### src/rtl/mem_stage.sv
// Memory stage: issues one data-memory access per instruction over a gnt/rvalid
// handshake and produces a registered single-cycle writeback pulse.
module mem_stage #(
    parameter int CTRL_WIDTH = 16,
    parameter int XLEN       = 32
) (
    input  logic                  clk_ip,
    input  logic                  rst_ip,
    input  logic                  valid_ip,
    input  logic [CTRL_WIDTH-1:0] ctrl_ip,
    input  logic [XLEN-1:0]       alu_result_ip,
    input  logic [XLEN-1:0]       rs2_data_ip,
    input  logic [2:0]            funct3_ip,
    input  logic [4:0]            rd_ip,
    output logic                  stall_op,
    output logic                  dmem_req_op,
    output logic                  dmem_we_op,
    output logic [XLEN-1:0]       dmem_addr_op,
    output logic [XLEN-1:0]       dmem_wdata_op,
    output logic [3:0]            dmem_be_op,
    input  logic                  dmem_gnt_ip,
    input  logic                  dmem_rvalid_ip,
    input  logic [XLEN-1:0]       dmem_rdata_ip,
    output logic                  wb_valid_op,
    output logic                  wb_reg_wr_en_op,
    output logic [4:0]            wb_rd_op,
    output logic [XLEN-1:0]       wb_data_op,
    output logic                  misalign_op
);

    localparam logic [1:0] IDLE = 2'd0;
    localparam logic [1:0] REQ  = 2'd1;
    localparam logic [1:0] RESP = 2'd2;

    logic [1:0]      state;
    logic [XLEN-1:0] addr_q;
    logic [XLEN-1:0] rs2_q;
    logic [2:0]      funct3_q;
    logic [4:0]      rd_q;
    logic            wen_q;
    logic            we_q;

    logic            in_mem;
    logic            in_bad;
    logic            in_size_bad;
    logic [3:0]      be_base;
    logic [XLEN-1:0] wdata_rep;
    logic [XLEN-1:0] rd_shift;
    logic [XLEN-1:0] load_data;
    logic            unused_ctrl;

    // Branch/mem-to-reg flags and the upper control bits do not affect this stage.
    assign unused_ctrl = ^{ctrl_ip[CTRL_WIDTH-1:4], ctrl_ip[0]};

    assign in_mem      = ctrl_ip[3] | ctrl_ip[2];
    assign in_size_bad = funct3_ip[1] ? (alu_result_ip[1:0] != 2'b00)
                       : (funct3_ip[0] & alu_result_ip[0]);
    assign in_bad      = in_mem & ((ctrl_ip[3] & ctrl_ip[2]) | in_size_bad);

    always_comb begin
        be_base   = 4'b0001;
        wdata_rep = {(XLEN/8){rs2_q[7:0]}};
        if (funct3_q[1]) begin
            be_base   = 4'b1111;
            wdata_rep = rs2_q;
        end else if (funct3_q[0]) begin
            be_base   = 4'b0011;
            wdata_rep = {(XLEN/16){rs2_q[15:0]}};
        end
    end

    always_comb begin
        rd_shift  = dmem_rdata_ip >> {addr_q[1:0], 3'b000};
        load_data = dmem_rdata_ip;
        if (!funct3_q[1]) begin
            if (funct3_q[0]) begin
                load_data = {{(XLEN-16){rd_shift[15] & ~funct3_q[2]}}, rd_shift[15:0]};
            end else begin
                load_data = {{(XLEN-8){rd_shift[7] & ~funct3_q[2]}}, rd_shift[7:0]};
            end
        end
    end

    assign stall_op      = (state != IDLE);
    assign dmem_req_op   = (state == REQ);
    assign dmem_we_op    = dmem_req_op & we_q;
    assign dmem_addr_op  = dmem_req_op ? {addr_q[XLEN-1:2], 2'b00} : '0;
    assign dmem_wdata_op = dmem_req_op ? wdata_rep : '0;
    assign dmem_be_op    = dmem_req_op ? (be_base << addr_q[1:0]) : 4'b0000;

    always_ff @(posedge clk_ip or posedge rst_ip) begin
        if (rst_ip) begin
            state           <= IDLE;
            addr_q          <= '0;
            rs2_q           <= '0;
            funct3_q        <= '0;
            rd_q            <= '0;
            wen_q           <= 1'b0;
            we_q            <= 1'b0;
            wb_valid_op     <= 1'b0;
            wb_reg_wr_en_op <= 1'b0;
            wb_rd_op        <= '0;
            wb_data_op      <= '0;
            misalign_op     <= 1'b0;
        end else begin
            wb_valid_op <= 1'b0;
            misalign_op <= 1'b0;
            case (state)
                IDLE: begin
                    if (valid_ip) begin
                        addr_q   <= alu_result_ip;
                        rs2_q    <= rs2_data_ip;
                        funct3_q <= funct3_ip;
                        rd_q     <= rd_ip;
                        wen_q    <= ctrl_ip[1];
                        we_q     <= ctrl_ip[2];
                        if (in_bad) begin
                            misalign_op     <= 1'b1;
                            wb_valid_op     <= 1'b1;
                            wb_reg_wr_en_op <= 1'b0;
                            wb_rd_op        <= rd_ip;
                            wb_data_op      <= alu_result_ip;
                        end else if (in_mem) begin
                            state <= REQ;
                        end else begin
                            wb_valid_op     <= 1'b1;
                            wb_reg_wr_en_op <= ctrl_ip[1];
                            wb_rd_op        <= rd_ip;
                            wb_data_op      <= alu_result_ip;
                        end
                    end
                end
                REQ: begin
                    if (dmem_gnt_ip) begin
                        if (we_q) begin
                            state           <= IDLE;
                            wb_valid_op     <= 1'b1;
                            wb_reg_wr_en_op <= 1'b0;
                            wb_rd_op        <= rd_q;
                            wb_data_op      <= addr_q;
                        end else begin
                            state <= RESP;
                        end
                    end
                end
                RESP: begin
                    if (dmem_rvalid_ip) begin
                        state           <= IDLE;
                        wb_valid_op     <= 1'b1;
                        wb_reg_wr_en_op <= wen_q;
                        wb_rd_op        <= rd_q;
                        wb_data_op      <= load_data;
                    end
                end
                default: state <= IDLE;
            endcase
        end
    end

endmodule

### config.mk
export PLATFORM = sky130hd
export DESIGN_NAME = mem_stage
export DESIGN_NICKNAME = d
export VERILOG_FILES = /design/src/rtl/mem_stage.sv
export SDC_FILE = /design/constraint.sdc
export NUM_CORES = 1
export LEC_CHECK = 0
export CELL_PAD_IN_SITES_DETAIL_PLACEMENT = 1
export CELL_PAD_IN_SITES_GLOBAL_PLACEMENT = 1
export CORE_UTILIZATION = 51
export DETAILED_ROUTE_END_ITERATION = 7
export DONT_BUFFER_PORTS = 1
export GPL_TIMING_DRIVEN = 0
export PLACE_DENSITY_LB_ADDON = 0.2
export SLEW_MARGIN = 0
export SYNTH_ARGS = -nofsm -noshare
export SYNTH_HDL_FRONTEND = slang
export SYNTH_SLANG_ARGS = --single-unit
### constraint.sdc
create_clock -name clk_ip -period 6.1 [get_ports clk_ip]
set_input_delay 0.305 -clock clk_ip [delete_from_list [all_inputs] [get_ports clk_ip]]
set_output_delay 0.305 -clock clk_ip [all_outputs]
set_load 0.02 [all_outputs]
==> results of run 1 <==
## flip-flops by register name, summed over array words and instances, names as in the netlist, 2 cells and up
signal      count
rs2_q          32
state           2
rd_q            5
addr_q         32
wb_rd_op        5
wb_data_op     32
funct3_q        3
## Yosys cell counts, types with 2 or more instances
library cell / n
and2_1: 34
o21ai_0: 7
buf_2: 9
a21o_1: 14
buf_6: 2
nand3_1: 2
nand2b_1: 6
a211oi_2: 3
a21oi_1: 24
nand2_1: 54
o211ai_1: 9
dfrtp_1: 116
nor2b_1: 4
mux2_2: 75
o31ai_1: 18
clkbuf_1: 34
o21ai_1: 5
mux2i_1: 29
inv_1: 11
o2111ai_1: 2
o21a_1: 2
a311oi_1: 7
a2bb2oi_1: 5
nor3_1: 2
buf_1: 4
o221ai_1: 5
a221oi_1: 6
nand3b_1: 8
buf_4: 2
nor2_1: 65
a211oi_1: 22
ha_1: 4
## layer usage
layer,global-route usage [%],up-vias,routed length [microns]
li1,-,2205,-
met1,37.4,2613,7700
met2,58.2,241,10400
met3,10.7,59,1720
met4,19.4,0,937
met5,0,-,0
## layout make-up
type	instances	area [sq um]
repair buffers	2	37.5
clock inverters	8	72.6
inverters	12	50.0
multi-input cells	428	3070
diodes	1	2.50
fillers	1301	4900
well taps	147	184
flip-flops and latches	116	2900
clock buffers	24	512
plain buffers	51	225
## final timing paths
path,end,cells past startpoint
setup / recovery,dmem_wdata_op[14],6
hold / removal,rs2_q[20],1
setup reg to reg,wb_data_op[29],10
hold reg to reg,addr_q[11],1
max in group asynchronous,addr_q[10],3
min in group asynchronous,rd_q[2],2
## report_power, final
group / internal, mW / switching, mW / total, mW
Combinational: 0.804 / 1.41 / 2.22
Sequential: 1.16 / 0.428 / 1.59
Clock: 0.622 / 0.361 / 0.983
Total: 2.59 / 2.20 / 4.79
## cell families (layout without fill, tap and decap cells)
group	after synthesis	count (layout)	share of synthesized area, %
mux	105	105	18.5
fa+ha+maj	4	4	0.802
buf+inv	63	97	4.33
other cells	1	3	0.0601
simple gates	178	178	13.2
flops	116	116	46.5
compound gates	138	138	16.4
xor+xnor	1	1	0.140
## what timing repair did
action | 4_1_cts | 5_1_grt
setup buffers | 0 | 0
endpoints found under the hold margin | 40 | 0
hold buffers | 1 | 0
==> impl_metrics.csv, run 1 <==
group,metric,value,unit
floorplanning,io_pins,236,
placement,place_area,6460,sq um
drt,routed_wl,20800,microns
finish,fin_nets,757,
drt,ant_nets,0,
sta,fin_crit,3.09,ns
floorplanning,dieHeight,113,microns
global_route,grt_pass1_wl,32100,microns
global_route,grt_use_total,34.0,%
clocking,post_cts_resized,0,
clocking,h-tree-depth,4,
synth,synth_top_cell_area_share,46.5,%
run,cap_violations,0,
drt,first_iter_violations,249,
sta,grt_setup_unrepaired,"false",
worst_setup_path,cp_slowest_cell,"ha_1",
synth,synth_seq_cells,116,
floorplanning,start_util,52.2,%
worst_setup_path,rr_startpoint,"state[1]",
sta,whs,0.0319,ns
sta,final-hold-violation-count,0,
worst_setup_path,r2r_slack,3.02,ns
worst_setup_path,crit_top_cell,"clkbuf_1",
finish,layout.cells.most_common_list,"116 x dfrtp_1, 75 x mux2_2, 65 x nor2_1",
worst_setup_path,start_kind,"flop",
synth,avgSynthCellArea,10.3,sq um
sta,skew,0.00575,ns
power_and_ir_drop,cellPowerDensity,679,nW/um^2
finish,final_util,59.0,%
placement,dp_slack,3.11,ns
drt,wire_per_inst,26.4,microns
finish,instances_no_fill,789,
global_route,antenna_found_initial,1,
placement,place_congestion,0.867,
placement,dp_hpwl,15200,microns
power_and_ir_drop,power_leakage,3.07,nW
finish,fin_area,7060,sq um
synth,ys_types,48,
drt,vias,5118,
synth,synth_cells,606,
clocking,insertion_delay,0.42,ns
clocking,cts_buffer_depth,2,
sta,fmax,323,MHz
drt,dr.pass1.iters,4,
sta,worst_pin_slew,0.813,ns
clocking,clock-root-buffer,"clkbuf_16",
synth,yosysSeqAreaShare,46.5,%
floorplanning,core_region_area,12000,sq um
sta,final_max_slew_viol_count,0,
floorplanning,rows,40,
synth,synth_top_area_cell,"dfrtp_1",
synth,synth-async-reset-ratio,100,%
worst_setup_path,cpLargestDelayFamily,"buffers and inverters",
clocking,cts_tree,"done",
synth,synth_ff_type,"dfrtp_1",
synth,synthesis.area,6240,sq um
finish,drive_gt1_share,20.4,%
worst_setup_path,crit_fanout,10,
worst_setup_path,critPathBufInv,4,
finish,area_growth,13.1,%
finish,mostFrequentLayoutCell,"dfrtp_1",
sta,setup_viol,0,
status,run_status,"finished clean",
power_and_ir_drop,p_total,4.79,mW
global_route,grt_pass1_vias,5596,
worst_setup_path,required,5.79,ns
worst_setup_path,path_class,"reg2out",
sta,relSlewSlack,45.4,%
clocking,clk_pin_slew,0.05,ns
synth,ys_warn_count,0,
hold_path,min_from,"rs2_data_ip[20]",
clocking,clock-sinks,116,
synth,synth-edff-count,0,
clocking,cts_buffers,17,
placement,dp_cells,755,
worst_setup_path,cp-startpoint,"state[1]",
global_route,grt_max_degree,77,
sta,fin_ws,3.01,ns
hold_path,hp-class,"in2reg",
global_route,grt.overflow.total,0,
drt,route.detailed.drc,0,
worst_setup_path,max_stage_delay,0.56,ns
worst_setup_path,arrival,2.79,ns
synth,synthTopCellsByArea,"dfrtp_1 47%, mux2_2 14%, mux2i_1 4.7%",
sta,setup_tns,0,ns
sta,fin_crit_sh,50.7,%
worst_setup_path,cp_cell_sequence,"inv_1 > ha_1 > inv_2 > clkbuf_1 > clkbuf_1 > a21oi_1",
floorplanning,die_w,113,microns
worst_setup_path,end_kind,"output port",
power_and_ir_drop,worst_ir_drop_vdd,0.307,mV
placement,portBuffers,0,
floorplanning,dieArea,12700,sq um
drt,via_per_inst,6.49,
Power figures use the tool's default switching activity.
==> run 2, diff against run 1 <==
ABC_AREA = 1   (was default)
CORE_UTILIZATION = 39   (was 51)
clock period = 2.8 ns   (was 6.1 ns; I/O delays follow)
==> impl_metrics.csv, run 2 <==
group,metric,value,unit
status,run_status,"finished clean",
clocking,clk_pin_slew,0.06,ns
drt,ant_nets,0,
power_and_ir_drop,sequentialPowerShare,29.3,%
drt,vias,6897,
hold_path,min_from,"ctrl_ip[3]",
floorplanning,core_region_area,16700,sq um
synth,ys_types,30,
synth,synth_ff_type,"dfrtp_1",
placement,dp_hpwl,18800,microns
synth,synth-async-reset-ratio,100,%
floorplanning,die_w,133,microns
clocking,cts_tree,"done",
worst_setup_path,cp-startpoint,"state[1]",
worst_setup_path,arrival,2.47,ns
worst_setup_path,cp_slowest_cell,"a21oi_1",
finish,reg_top3,"addr_q x32, rs2_q x32, wb_data_op x32",
clocking,h-tree-depth,4,
finish,area_growth,24.5,%
sta,skew,0.00827,ns
sta,setup_viol,0,
sta,grt_setup_unrepaired,"false",
worst_setup_path,rr_startpoint,"state[1]",
worst_setup_path,cp_cell_sequence,"inv_1 > ha_1 > buf_4 > clkinv_2 > clkbuf_1 > a21oi_1",
floorplanning,rows,47,
synth,synthesis.area,6740,sq um
sta,fmax,384,MHz
worst_setup_path,start_kind,"flop",
floorplanning,io_pins,236,
sta,fin_crit,2.61,ns
finish,drive_gt1_share,8.15,%
finish,layout.cells.most_common_list,"434 x nand2_1, 124 x nor2_1, 116 x dfrtp_1",
power_and_ir_drop,swShare,53.4,%
finish,fin_nets,1245,
placement,portBuffers,0,
synth,synth_common_cells,"434 x nand2_1, 126 x nor2_1, 116 x dfrtp_1",
clocking,post_cts_buffers,0,
worst_setup_path,path_class,"reg2out",
global_route,grt.overflow.total,0,
sta,relSlewSlack,46.4,%
synth,synth_top_cell_area_share,43.1,%
power_and_ir_drop,cellPowerDensity,1360,nW/um^2
power_and_ir_drop,p_int,5.33,mW
floorplanning,start_util,40.4,%
global_route,grt_use_total,30.7,%
synth,synth_seq_cells,116,
synth,synthTopCellsByArea,"dfrtp_1 43%, nand2_1 24%, nor2_1 7.0%",
drt,first_iter_violations,351,
power_and_ir_drop,worst_ir_drop_vdd,0.629,mV
power_and_ir_drop,p_total,11.4,mW
worst_setup_path,crit_fanout,10,
sta,final_max_slew_viol_count,0,
power_and_ir_drop,power_leakage,4.50,nW
global_route,grt_pass1_wl,41200,microns
synth,avgSynthCellArea,6.62,sq um
drt,wire_per_inst,19.5,microns
power_and_ir_drop,clkPwrFrac,18.0,%
synth,synth.most_common_cell,"nand2_1",
clocking,cts_buffer_depth,2,
clocking,clock-sinks,116,
drt,via_per_inst,5.11,
synth,synth_top_area_cell,"dfrtp_1",
power_and_ir_drop,power_switching,6.11,mW
clocking,insertion_delay,0.43,ns
placement,place_congestion,0.908,
floorplanning,dieHeight,133,microns
finish,mostFrequentLayoutCell,"nand2_1",
clocking,clock-root-buffer,"clkbuf_16",
synth,ys_warn_count,0,
run,cap_violations,0,
finish,diodes,0,
floorplanning,dieArea,17800,sq um
worst_setup_path,end_kind,"output port",
sta,worst_pin_slew,0.805,ns
worst_setup_path,max_stage_delay,0.50,ns
power_and_ir_drop,comb_power_share,52.8,%
global_route,antenna_found_initial,0,
sta,fin_crit_sh,93.1,%
drt,dr.pass1.iters,5,
synth,yosysSeqAreaShare,43.1,%
hold_path,hp-class,"in2reg",
synth,synth-edff-count,0,
synth,synth_cells,1019,
global_route,grt_max_degree,41,
drt,route.detailed.drc,0,
global_route,grt_pass1_vias,7457,
drt,routed_wl,26300,microns
worst_setup_path,required,2.66,ns
clocking,cts_buffers,17,
sta,setup_tns,0,ns
sta,final-hold-violation-count,0,
[run 2: changes by cell type after synthesis, sizes merged, moves of 29 or more]
cell / before / now
nor2: 65 / 127
a21oi: 24 / 59
mux2: 75 / 0
mux2i: 29 / 0
and2: 34 / 0
o21ai: 12 / 61
nand2: 54 / 450
inv: 12 / 102
[run 2: cell type report]
class / count / area, sq um
Sequential cell: 116 / 2900
Clock inverter: 15 / 125
Clock buffer: 17 / 425
Tap cell: 220 / 275
Inverter: 103 / 394
Fill cell: 2203 / 8310
Buffer: 58 / 297
Timing Repair Buffer: 78 / 811
Multi-Input combinational cell: 742 / 3160
[run 2: final timing paths]
check,end,slack [ns],cells after the start
setup / recovery,dmem_wdata_op[14],0.19,6
hold reg to reg,rs2_q[18],0.48,2
min in group asynchronous,rd_q[0],0.16,2
setup reg to reg,wb_data_op[3],0.45,11
hold / removal,misalign_op,0.04,4
max in group asynchronous,wb_data_op[10],1.90,4
[run 2: logic make-up (layout without fill, tap and decap cells)]
family | Yosys count | count (layout) | share of synthesized area (%)
AND/OR/NAND/NOR | 598 | 598 | 35.1
other | 1 | 2 | 0.0556
buffers and inverters | 162 | 271 | 10.2
flip-flops | 116 | 116 | 43.1
adder cells (fa/ha/maj) | 4 | 4 | 0.742
AO/OA/AOI/OAI | 138 | 138 | 10.8
[run 2: through the flow]
stage	util [%]	std cells	setup WS (ns)	hold slack, ns	cell area [sq um]
finish	50.2	1349	0.193	0.0377	8390
global route	50.2	1349	0.0359	0.0643	8390
CTS	50.2	1350	-0.0702	0.0166	8390
detailed placement	42.4	1243	0.386	-0.00439	7080
global placement	42.1	1240	0.417	0.250	7020
floorplan	-	1020	0.857	0.250	6750
[run 2: repair_timing]
action                                 in CTS  in global routing
endpoints found under the hold margin     192                  0
hold buffers                               75                  0
setup endpoints to repair                   3                 11
pin swaps                                   0                  0
resized for setup                           1                  4
[run 2: power groups by stage]
stage	clock network, mW	registers, mW	logic, mW
after floorplan	0	3.19	4.30
after global placement	0	3.33	5.70
after detailed placement	0	3.35	5.85
after CTS	2.08	3.34	6.01
after global routing	2.15	3.44	6.73
final	2.05	3.35	6.04
[run 2: critical path, delay by kind of cell, from the launching register on]
family,cells,cell delay (ns)
buffers and inverters,4,0.79
AO/OA/AOI/OAI,1,0.50
adder cells (fa/ha/maj),1,0.32
flip-flops,1,0.42
[run 2: layer usage]
metal  share of wire, %  track usage (%)  up-vias
li1                   -                -     3300
met1                 44             39.1     3360
met2                 48             50.4      204
met5                  0                0        -
met4                2.2             9.66        0
met3                5.9             8.49       33
==> run 3, diff against run 2 <==
--- a/config.mk
+++ b/config.mk
@@ -14,4 +14,5 @@
 export GPL_TIMING_DRIVEN = 0
 export PLACE_DENSITY_LB_ADDON = 0.2
+export RECOVER_POWER = 50
 export SLEW_MARGIN = 0
 export SYNTH_ARGS = -nofsm -noshare
==> constraint.sdc (replaced) <==
create_clock -name clk_ip -period 2.2 [get_ports clk_ip]
set_input_delay 0 -clock clk_ip [delete_from_list [all_inputs] [get_ports clk_ip]]
set_output_delay 0 -clock clk_ip [all_outputs]
set_load 0.02 [all_outputs]
==> impl_metrics.csv, run 3 (synthesis gave the netlist of run 2 again) <==
group,metric,value,unit
floorplanning,dieArea,17800,sq um
placement,dp_cells,1243,
floorplanning,rows,47,
clocking,insertion_delay,0.43,ns
floorplanning,io_pins,236,
floorplanning,dieHeight,133,microns
worst_setup_path,cpLargestDelayFamily,"buffers and inverters",
placement,place_congestion,0.908,
sta,grt_setup_unrepaired,"true",
finish,diodes,0,
clocking,cts_buffers,17,
worst_setup_path,crit_fanout,10,
power_and_ir_drop,cellPowerDensity,1700,nW/um^2
sta,fin_crit,2.09,ns
drt,wire_per_inst,19.8,microns
status,run_status,"finished clean",
worst_setup_path,start_kind,"flop",
clocking,h-tree-depth,4,
sta,final-hold-violation-count,0,
global_route,grt_pass1_wl,42800,microns
power_and_ir_drop,swShare,53.4,%
finish,drive_gt1_share,11.5,%
sta,setup_viol,0,
finish,reg_top3,"addr_q x32, rs2_q x32, wb_data_op x32",
power_and_ir_drop,comb_power_share,54.0,%
clocking,clock-root-buffer,"clkbuf_16",
worst_setup_path,path_class,"reg2out",
run,cap_violations,0,
clocking,clock-sinks,116,
drt,ant_nets,0,
finish,layout.cells.most_common_list,"434 x nand2_1, 122 x nor2_1, 116 x dfrtp_1",
hold_path,hp-class,"in2reg",
clocking,cts_tree,"done",
sta,setup_tns,0,ns
global_route,grt_use_total,31.9,%
sta,skew,0.00788,ns
power_and_ir_drop,worst_ir_drop_vdd,0.842,mV
finish,area_growth,30.9,%
drt,via_per_inst,5.16,
power_and_ir_drop,p_int,6.98,mW
drt,first_iter_violations,302,
worst_setup_path,crit_top_cell,"buf_4",
worst_setup_path,max_stage_delay,0.42,ns
global_route,grt_pass1_vias,7818,
worst_setup_path,cp_slowest_cell,"dfrtp_1",
clocking,cts_buffer_depth,2,
global_route,grt.overflow.total,0,
sta,fin_crit_sh,95.2,%
global_route,antenna_found_initial,0,
power_and_ir_drop,p_total,15.0,mW
worst_setup_path,arrival,2.09,ns
floorplanning,core_region_area,16700,sq um
power_and_ir_drop,power_switching,8.00,mW
finish,instances_no_fill,1380,
placement,dp_hpwl,18800,microns
power_and_ir_drop,clkPwrFrac,17.5,%
worst_setup_path,required,2.20,ns
placement,portBuffers,0,
drt,vias,7121,
worst_setup_path,end_kind,"output port",
sta,relSlewSlack,29.5,%
sta,fmax,478,MHz
finish,fill_cells,2164,
clocking,clk_pin_slew,0.06,ns
power_and_ir_drop,sequentialPowerShare,28.5,%
global_route,grt_max_degree,41,
drt,routed_wl,27300,microns
power_and_ir_drop,power_leakage,4.68,nW
floorplanning,die_w,133,microns
drt,dr.pass1.iters,5,
worst_setup_path,critPathBufInv,4,
floorplanning,start_util,40.4,%
sta,worst_pin_slew,1.06,ns
worst_setup_path,cp_cell_sequence,"inv_1 > ha_4 > buf_4 > buf_6 > buf_4 > o31ai_1 > nor2_2",
finish,mostFrequentLayoutCell,"nand2_1",
clocking,post_cts_buffers,0,
finish,fin_nets,1276,
sta,final_max_slew_viol_count,0,
drt,route.detailed.drc,0,
==> run 3: changes by cell type in the layout (fill, tap and decap cells not counted), moves of 3 or more <==
cell	delta
clkbuf_4	+6
a21oi_4	+4
clkbuf_1	-11
a21oi_1	-19
buf_12	-3
dlygate4sd3_1	+31
buf_2	-3
a21oi_2	+15
clkbuf_2	+15
buf_1	-7
==> run 3: repair_timing <==
item	CTS	global route
setup endpoints to repair	89	107
hold buffers	106	0
pin swaps	1	1
resized for setup	35	34
endpoints found under the hold margin	230	0
==> run 3: metal layers <==
| metal | track usage [%] | vias to the layer above | wire [microns] |
|---|---|---|---|
| met1 | 39.1 | 3455 | 11500 |
| met3 | 9.25 | 62 | 1760 |
| li1 | - | 3361 | - |
| met5 | 0 | - | 0 |
| met2 | 52.9 | 243 | 13300 |
| met4 | 12.2 | 0 | 844 |
==> run 3: worst min-delay path: stages <==
cell and delay (ns):
a21oi_1 0.04, nand3_1 0.06, nand2_1 0.05, nand2_1 0.05, nand2_1 0.04, nand2_1 0.05
nand2_1 0.05, nand2_1 0.05
==> run 3: final timing paths <==
kind                       cells after the start        endpoint              start  slack (ns)
hold reg to reg                                2      addr_q[23]         addr_q[23]        0.48
setup reg to reg                              11   wb_data_op[1]           state[1]        0.16
setup / recovery                               7   dmem_be_op[3]           state[1]        0.11
min in group asynchronous                      2         rd_q[0]             rst_ip        0.03
hold / removal                                 8  wb_data_op[12]  dmem_rdata_ip[12]       0.007
max in group asynchronous                      4  wb_data_op[10]             rst_ip        0.45
==> run 3: final cells by class <==
class                           instances  area (sq um)  area share [%]
Multi-Input combinational cell        742          3280            37.2
Sequential cell                       116          2900            32.9
Timing Repair Buffer                  109          1080            12.2
Clock buffer                           17           425            4.82
Inverter                              103           393            4.45
Buffer                                 58           343            3.89
Tap cell                              220           275            3.12
Clock inverter                         15           125            1.42
==> run 3: power by group through the flow <==
stage / clock network (mW) / registers, mW / logic [mW]
2_1_floorplan: 0 / 4.06 / 5.48
3_3_place_gp: 0 / 4.23 / 7.26
3_5_place_dp: 0 / 4.26 / 7.45
4_1_cts: 2.65 / 4.26 / 7.90
5_1_grt: 2.74 / 4.38 / 8.95
6_report: 2.62 / 4.27 / 8.09
==> run 3: metrics by stage <==
step	setup WS [ns]	utilization, %	hold WS, ns	cell area (sq um)
finish	0.106	52.8	0.00678	8820
global route	0.00272	52.8	0.0307	8820
detailed placement	-0.117	42.4	-0.144	7080
global placement	-0.0888	42.1	0.110	7020
floorplan	0.397	-	0.110	6750
CTS	-0.00217	52.8	0.00441	8810
